===== src/rtl/plc_tx_framer_pkg.sv =====
// Shared types and line levels for the PLC transmit framer.
package plc_pkg;

  typedef enum logic [2:0] {
    IDLE,
    PREAMBLE,
    START,
    DATA,
    STOP
  } plcState_e;

  localparam logic START_BIT  = 1'b0;
  localparam logic STOP_BIT   = 1'b1;
  localparam logic IDLE_LEVEL = 1'b1;
  localparam int   DATA_BITS  = 8;

  // Preamble alternates 1,0,1,0,... starting from symbol index 0.
  function automatic logic preambleLevel(input logic indexLsb);
    return ~indexLsb;
  endfunction

endpackage


===== src/rtl/plc_tx_framer_symbol_timer.sv =====
// Symbol period counter: strobes the first cycle and flags the last cycle of each symbol.
module plc_symbol_timer #(
  parameter int CYCLES_PER_SYMBOL = 100,
  parameter int CNT_WIDTH         = 16
) (
  input  logic BusClk,
  input  logic BusReset_n,
  input  logic Clear,
  output logic SymStrobe,
  output logic SymEnd
);

  localparam logic [CNT_WIDTH-1:0] LastCnt = CNT_WIDTH'(CYCLES_PER_SYMBOL - 1);

  logic [CNT_WIDTH-1:0] symCnt;

  always_ff @(posedge BusClk or negedge BusReset_n) begin
    if (!BusReset_n) begin
      symCnt <= '0;
    end else if (Clear || symCnt == LastCnt) begin
      symCnt <= '0;
    end else begin
      symCnt <= symCnt + CNT_WIDTH'(1);
    end
  end

  assign SymStrobe = !Clear && (symCnt == '0);
  assign SymEnd    = !Clear && (symCnt == LastCnt);

endmodule


===== src/rtl/plc_tx_framer.sv =====
// Byte-to-symbol framer: preamble per burst, start/data/stop per byte, one bit per symbol.
module plc_tx_framer
  import plc_pkg::*;
#(
  parameter int CYCLES_PER_SYMBOL = 100,
  parameter int PREAMBLE_BITS     = 8,
  parameter int CNT_WIDTH         = 16
) (
  input  logic       BusClk,
  input  logic       BusReset_n,
  input  logic       TxEnable,
  input  logic [7:0] TxData,
  input  logic       TxValid,
  output logic       TxReady,
  output logic       SymBit,
  output logic       SymStrobe,
  output logic       SymActive,
  output logic       TxBusy,
  output logic       TxDone
);

  localparam int MaxBits     = (PREAMBLE_BITS > DATA_BITS) ? PREAMBLE_BITS : DATA_BITS;
  localparam int BitCntWidth = $clog2(MaxBits) + 1;
  localparam logic [BitCntWidth-1:0] LastPreamble = BitCntWidth'(PREAMBLE_BITS - 1);
  localparam logic [BitCntWidth-1:0] LastData     = BitCntWidth'(DATA_BITS - 1);

  plcState_e              state;
  logic [7:0]             holdData;
  logic                   holdValid;
  logic [7:0]             shiftReg;
  logic [BitCntWidth-1:0] bitCnt;
  logic [BitCntWidth-1:0] bitCntInc;
  logic                   symBit;
  logic                   symActive;
  logic                   txDone;
  logic                   symEnd;
  logic                   accept;

  assign TxReady   = TxEnable && !holdValid;
  assign accept    = TxValid && TxReady;
  assign bitCntInc = bitCnt + BitCntWidth'(1);

  plc_symbol_timer #(
    .CYCLES_PER_SYMBOL(CYCLES_PER_SYMBOL),
    .CNT_WIDTH        (CNT_WIDTH)
  ) symbolTimer (
    .BusClk    (BusClk),
    .BusReset_n(BusReset_n),
    .Clear     (state == IDLE),
    .SymStrobe (SymStrobe),
    .SymEnd    (symEnd)
  );

  // SymBit/SymActive are registered with the value belonging to the state being entered.
  always_ff @(posedge BusClk or negedge BusReset_n) begin
    if (!BusReset_n) begin
      state     <= IDLE;
      holdData  <= '0;
      holdValid <= 1'b0;
      shiftReg  <= '0;
      bitCnt    <= '0;
      symBit    <= IDLE_LEVEL;
      symActive <= 1'b0;
      txDone    <= 1'b0;
    end else begin
      txDone <= 1'b0;
      if (!TxEnable) begin
        state     <= IDLE;
        holdValid <= 1'b0;
        bitCnt    <= '0;
        symBit    <= IDLE_LEVEL;
        symActive <= 1'b0;
      end else begin
        if (accept) begin
          holdData  <= TxData;
          holdValid <= 1'b1;
        end
        case (state)
          IDLE: begin
            if (holdValid) begin
              state     <= PREAMBLE;
              shiftReg  <= holdData;
              holdValid <= 1'b0;
              bitCnt    <= '0;
              symBit    <= preambleLevel(1'b0);
              symActive <= 1'b1;
            end
          end
          PREAMBLE: begin
            if (symEnd) begin
              if (bitCnt == LastPreamble) begin
                state  <= START;
                bitCnt <= '0;
                symBit <= START_BIT;
              end else begin
                bitCnt <= bitCntInc;
                symBit <= preambleLevel(bitCntInc[0]);
              end
            end
          end
          START: begin
            if (symEnd) begin
              state  <= DATA;
              bitCnt <= '0;
              symBit <= shiftReg[0];
            end
          end
          DATA: begin
            if (symEnd) begin
              shiftReg <= {1'b0, shiftReg[7:1]};
              if (bitCnt == LastData) begin
                state  <= STOP;
                bitCnt <= '0;
                symBit <= STOP_BIT;
              end else begin
                bitCnt <= bitCntInc;
                symBit <= shiftReg[1];
              end
            end
          end
          STOP: begin
            if (symEnd) begin
              if (holdValid) begin
                // Chained byte: skip the preamble, go straight to its start bit.
                state     <= START;
                shiftReg  <= holdData;
                holdValid <= 1'b0;
                symBit    <= START_BIT;
              end else begin
                state     <= IDLE;
                symBit    <= IDLE_LEVEL;
                symActive <= 1'b0;
                txDone    <= 1'b1;
              end
            end
          end
          default: begin
            state     <= IDLE;
            symBit    <= IDLE_LEVEL;
            symActive <= 1'b0;
          end
        endcase
      end
    end
  end

  assign SymBit    = symBit;
  assign SymActive = symActive;
  assign TxDone    = txDone;
  assign TxBusy    = (state != IDLE) || holdValid;

endmodule


===== config.mk =====
export PLATFORM = sky130hd
export DESIGN_NAME = plc_tx_framer
export DESIGN_NICKNAME = d
export VERILOG_FILES = /design/src/rtl/plc_tx_framer_pkg.sv /design/src/rtl/plc_tx_framer_symbol_timer.sv /design/src/rtl/plc_tx_framer.sv
export SDC_FILE = /design/constraint.sdc
export NUM_CORES = 1
export LEC_CHECK = 0
export CAP_MARGIN = 0
export CORE_MARGIN = 2
export CORE_UTILIZATION = 38
export CTS_BUF_LIST = sky130_fd_sc_hd__clkbuf_2 sky130_fd_sc_hd__clkbuf_4 sky130_fd_sc_hd__clkbuf_8
export CTS_CLUSTER_SIZE = 25
export DETAILED_ROUTE_END_ITERATION = 12
export PLACE_DENSITY = 0.6
export SYNTH_ARGS = -nofsm -noshare
export SYNTH_HDL_FRONTEND = slang
export SYNTH_SLANG_ARGS = --single-unit

===== constraint.sdc =====
create_clock -name BusClk -period 3.1 [get_ports BusClk]
set_clock_uncertainty 0.2 [all_clocks]
set_input_delay 0.62 -clock BusClk [delete_from_list [all_inputs] [get_ports BusClk]]
set_output_delay 0.62 -clock BusClk [all_outputs]
set_load 0.01 [all_outputs]

# Yosys cells after proc, flatten, opt, wreduce, memory -nomap -nowiden
# Cells that the tools add are included.
[totals] out_inout_bits=6 input_bits=12 wordCells=94 ff_bits=43
[op_classes] muxes=43 add_sub_neg=2 bitwise=1 reduce_logical=20 n_eq_ne=19
[op_table] operator="3-bit 2-to-1 mux" n=8
[op_table] operator="8-bit 2-to-1 mux" n=3
[op_table] operator="3-bit inequality test, second input constant" n=8
[op_table] operator="8-bit one-hot mux with 3 select lines" n=1
[op_table] operator="4-bit 2-to-1 mux" n=5
[op_table] operator="1-bit 2-to-1 mux" n=19
[op_table] operator="16-bit by 1-bit adder with 16-bit output, second input constant" n=1
[op_table] operator="16-bit by 7-bit == test with 1-bit output, second input constant" n=1
[op_table] operator="16-bit logical NOT" n=1
[op_table] operator="16-bit 2-to-1 mux" n=1
[op_table] operator="3-bit one-hot mux with 5 select lines" n=1
[op_table] operator="4-bit one-hot mux with 3 select lines" n=1
[op_table] operator="4-bit AND reduction" n=3
[op_table] operator="7-bit AND reduction" n=1
[op_table] operator="3-bit by 2-bit == test with 1-bit output, second input constant" n=2
[op_table] operator="2-bit inequality test, second input constant" n=3
[op_table] operator="3-bit nonzero test" n=2
[op_table] operator="1-bit one-hot mux with 5 select lines" n=1
[op_table] operator="5-bit AND reduction" n=1
[op_table] operator="4-bit by 1-bit adder with 4-bit output, second input constant" n=1
[op_table] operator="4-bit by 3-bit == test with 1-bit output, second input constant" n=1
[op_table] operator="1-bit logical AND" n=4
[op_table] operator="4-bit by 2-bit inequality test with 1-bit output, second input constant" n=1
[op_table] operator="3-bit by 1-bit == test with 1-bit output, second input constant" n=1
[op_table] operator="12 further kinds" n=14

# Longest topological paths before layout
[depth] word_depth=8 mapped_depth=7 ltp_nobuf=6

# Hierarchy
# A second synthesis with hierarchy kept.
[unflattened] hier_cells=215 area_unflattened_um2=2235.9
[modules_own_cells] module="plc_tx_framer" cells_per_inst=128 area_each_um2=1401.3 n_inst=1 seq_area_each_um2=676.9
[modules_own_cells] module="plc_symbol_timer" cells_per_inst=87 area_each_um2=834.6 n_inst=1 seq_area_each_um2=400.4

# Worst setup path before layout
# No wires, ideal clock.
[synth_path] path_type="register to register" startpoint="reg symbolTimer.symCnt[3]" endpoint="reg shiftReg[2]" required_ns=2.827 setup_ns=0.073 path_buffers=1 t_arrival_ns=2.223 period_less_slack_ns=2.496 stages_incl_launch_ff=7 path_slack_ns=0.604 cell_sequence="dfrtp_1 -> or4_1 -> or4_4 -> a221oi_4 -> buf_6 -> nor2_1 -> a21oi_2"
[synth_between] elab_chain_cells=4 elab_cells_between_ends=5 cone_classes="3 x eq/ne; 2 x reduce/logical"
[synth_rtl] item="start: declaration" line="plc_tx_framer_symbol_timer.sv:15" rtl="logic [CNT_WIDTH-1:0] symCnt;"
[synth_rtl] item="start signal: assignment" line="plc_tx_framer_symbol_timer.sv:23" rtl="symCnt <= symCnt + CNT_WIDTH'(1);"
[synth_rtl] item="16-bit by 7-bit == test with 1-bit output (*)" line="plc_tx_framer_symbol_timer.sv:28" rtl="assign SymEnd = !Clear && (symCnt == LastCnt);"
[synth_rtl] item="1-bit logical AND (*)" line="plc_tx_framer_symbol_timer.sv:28"
[synth_rtl] item="2-bit inequality test (no source line)"
[synth_rtl] item="4-bit AND reduction (no source line) (*)"
[synth_rtl] item="end signal: assignment" line="plc_tx_framer.sv:82" rtl="shiftReg <= holdData;"
[synth_rtl] item="end signal: assignment" line="plc_tx_framer.sv:110" rtl="shiftReg <= {1'b0, shiftReg[7:1]};"
[synth_rtl] item="end signal: assignment" line="plc_tx_framer.sv:126" rtl="shiftReg <= holdData;"
[synth_rtl] item="end: declaration" line="plc_tx_framer.sv:30" rtl="logic [7:0] shiftReg;"
# Every way passes the cells marked *; elsewhere a longest branch is shown, timed or not.
# A chain may end at the register's enable or synchronous reset.

# Worst setup path after layout
[layout_path] startpoint="in TxEnable" endpoint="out TxReady"
[layout_between] elab_chain_cells=1
[layout_rtl] item="start: declaration" line="plc_tx_framer.sv:11" rtl="input logic TxEnable,"
[layout_rtl] item="1-bit logical AND" line="plc_tx_framer.sv:39" rtl="assign TxReady = TxEnable && !holdValid;"
[layout_rtl] item="end: declaration" line="plc_tx_framer.sv:14" rtl="output logic TxReady,"
# Every way passes these cells.

==> metrics.txt <==
flop-to-flop setup slack=0.56 ns; Iteration-0 DRC Markers=120; Num Clock Sinks=43; Internal=1.11 mW; placed cell area=0.00246 mm2; Finished Layout Cells=320; PD cells=653 mW/mm2; number of synthesized flops with an enable pin=0; total track usage=15.7%; die span in x=79.7 um; antenna violations before repair=0; num ports=18; # setup viols final=0; vias in the first global route=1653; Critical Path End Type=output pin; worst skew pair latency=0.30 ns; register area share after synthesis=49.5%; post-route minimum period=2.75 ns; top-area cell type share of the netlist area=48.3%; dpl cells=308; Antenna Violating Nets Remaining=0; Synth area leaders=dfrtp_1 (48%), nor2_1 (5.2%), mux2_2 (4.7%); crit-path max FO=4; crit path DAT=1.93 ns; via count=1622; reg-to-reg endpoint=shiftReg[5]$_DFFE_PN0P_; Max Cap Violations=0; Mapped Avg Cell Area=10.0 um2; Netlist Area Pre-Place=0.00218 mm2; Main synth FF type=dfrtp_1; Post-Syn Instances=217; Die Span Y=79.7 um; leakage=1.16 nW; Die ar.=0.00635 mm2; starting density of the core=39.5%; Reg2Reg Depth=6; Gate power share=33.4%; Crit Path Class=in -> out; Vias/cell=5.07; CTS tree=built; Seq pwr share=44.7%; setup_tns=0 ns; Worst EP required=2.28 ns; # rows=27; worst setup slack after layout=0.347 ns; final worst path period share=88.8%; total gr overflow=0; dpl ws=0.315 ns; reg2reg start=symbolTimer.symCnt[3]$_DFF_PN0_; cts bufs inserted=5; RSZ-0062 raised after global routing=no; Design Power=1.70 mW; WL final=4.29 mm; syn nets=232; nets=262; CP Launch Type=input pin; first-pass GRT wire length=7.78 mm; # H-tree levels=2; Worst Tran Pin Value=0.937 ns; Routability Congestion=0.785; Sw Pwr=0.583 mW; buffers added on ports=17; final hold vios=0; CTS root buffer=clkbuf_8; unique cell type count in the Yosys netlist=40; fmax=363 MHz; Placeable Area=0.00551 mm2; status=finished clean; post-synth top area cell=dfrtp_1; deepest clock path buffer count=2; number of remaining DRC errors=0; share of cells above drive strength 1=16.5%; Final Max Tran Viols=0; Worst-path clk slew=0.09 ns; min-delay worst type=in -> async; async set or reset register ratio after synthesis=100%; wire per inst=13.4 um; Peak VDD IR=261 uV; YS warnings=0; Finished Cell Area=0.00260 mm2; clock network power share=21.9%; hpwl dp=2.93 mm; # diodes=0; switching share of power=34.4%; Slew HR=37.6%; DR pass1 iterations=4; Yosys reg bits=43; Area growth syn-to-layout=19.5%; largest net degree at the start of global routing=44
==> sequential cells by signal, indices dropped and copies added (netlist names) <==
name	cells
symbolTimer.symCnt	16
TxDone	1
bitCnt	4
state	3
holdValid	1
shiftReg	8
SymBit	1
SymActive	1
holdData	8
==> critical path, cell delays in order <==
cell and delay (ns):
clkdlybuf4s50_1 0.48, inv_1 0.06, nor2_1 0.20, clkdlybuf4s50_1 0.58
==> metal layers <==
| layer | track usage (%) | share of wire [%] |
|---|---|---|
| met1 | 21.1 | 48 |
| met2 | 25.1 | 48 |
| met3 | 3.39 | 3.0 |
| met4 | 5.17 | 1.2 |
| met5 | 0 | 0 |
==> power by group through the flow <==
stage	Sequential, mW	Clock, mW	Combinational, mW
finish	0.759	0.371	0.567
global route	0.775	0.413	0.652
CTS	0.762	0.387	0.563
detailed placement	0.772	0	0.558
global placement	0.771	0	0.551
floorplan	0.762	0	0.385
==> synthesized netlist by cell type (all sizes together), types with 2 or more instances <==
master / instances
a21oi: 15
and3: 3
and3b: 2
and4: 4
buf: 2
clkbuf: 4
dfrtp: 42
ha: 3
inv: 9
mux2: 9
mux2i: 6
nand2: 15
nand2b: 3
nand3: 12
nor2: 30
nor3: 5
nor4: 3
o211ai: 2
o21ai: 12
o31ai: 2
or3: 3
or4: 5
xnor2: 6
xor2: 8
==> kinds of logic (layout without fill, tap and decap cells) <==
family | after synthesis | after routing | share of synthesized area (%)
multiplexers | 15 | 15 | 7.42
buffers and inverters | 15 | 46 | 2.93
XOR/XNOR | 14 | 14 | 5.64
AO/OA/AOI/OAI | 39 | 39 | 11.8
flip-flops | 43 | 43 | 49.5
AND/OR/NAND/NOR | 88 | 88 | 20.9
adder cells (fa/ha/maj) | 3 | 3 | 1.73
==> layout make-up <==
cell class | count | area, um2
Fill cell | 505 | 2910
Sequential cell | 43 | 1080
Multi-Input combinational cell | 159 | 1050
Timing Repair Buffer | 29 | 258
Tap cell | 72 | 90.1
Clock buffer | 5 | 68.8
Inverter | 9 | 33.8
Clock inverter | 3 | 23.8
==> layout by cell type, fill, tap and decap left out, types with 5 or more instances in the layout <==
cell,netlist,final
a21oi_1,13,13
buf_4,0,12
clkbuf_8,0,5
clkdlybuf4s50_1,0,15
dfrtp_1,42,42
inv_1,9,9
mux2_2,9,9
mux2i_1,6,6
nand2_1,15,15
nand3_1,12,12
nor2_1,30,30
nor3_1,5,5
o21ai_0,12,12
xnor2_1,6,6
xor2_1,8,8
==> through the flow <==
step	util (%)	hold WS, ns
after floorplan	-	0.124
after global placement	44.7	0.286
after detailed placement	44.7	0.290
after CTS	46.7	0.301
after global routing	47.2	0.333
final	47.2	0.251
==> worst max-delay path by stage <==
| stage | from | cells after the start | slack (ns) | end |
|---|---|---|---|---|
| after global placement | symbolTimer.symCnt[7]$_DFF_PN0_ | 4 | 0.35 | SymStrobe |
| after detailed placement | symbolTimer.symCnt[7]$_DFF_PN0_ | 4 | 0.32 | SymStrobe |
| final | TxEnable | 4 | 0.35 | TxReady |
| after global routing | TxEnable | 4 | 0.28 | TxReady |
| after floorplan | symbolTimer.symCnt[3]$_DFF_PN0_ | 6 | 0.60 | shiftReg[2]$_DFFE_PN0P_ |
| after CTS | symbolTimer.symCnt[7]$_DFF_PN0_ | 4 | 0.03 | SymStrobe |
==> repair_timing <==
action / CTS / global route
pin swaps: 0 / 0
setup endpoints to repair: 1 / 1
gates resized for setup: 1 / 3
setup buffers: 2 / 2
hold buffers: 0 / 0
Note: power is estimated with default switching activity, not from simulation.
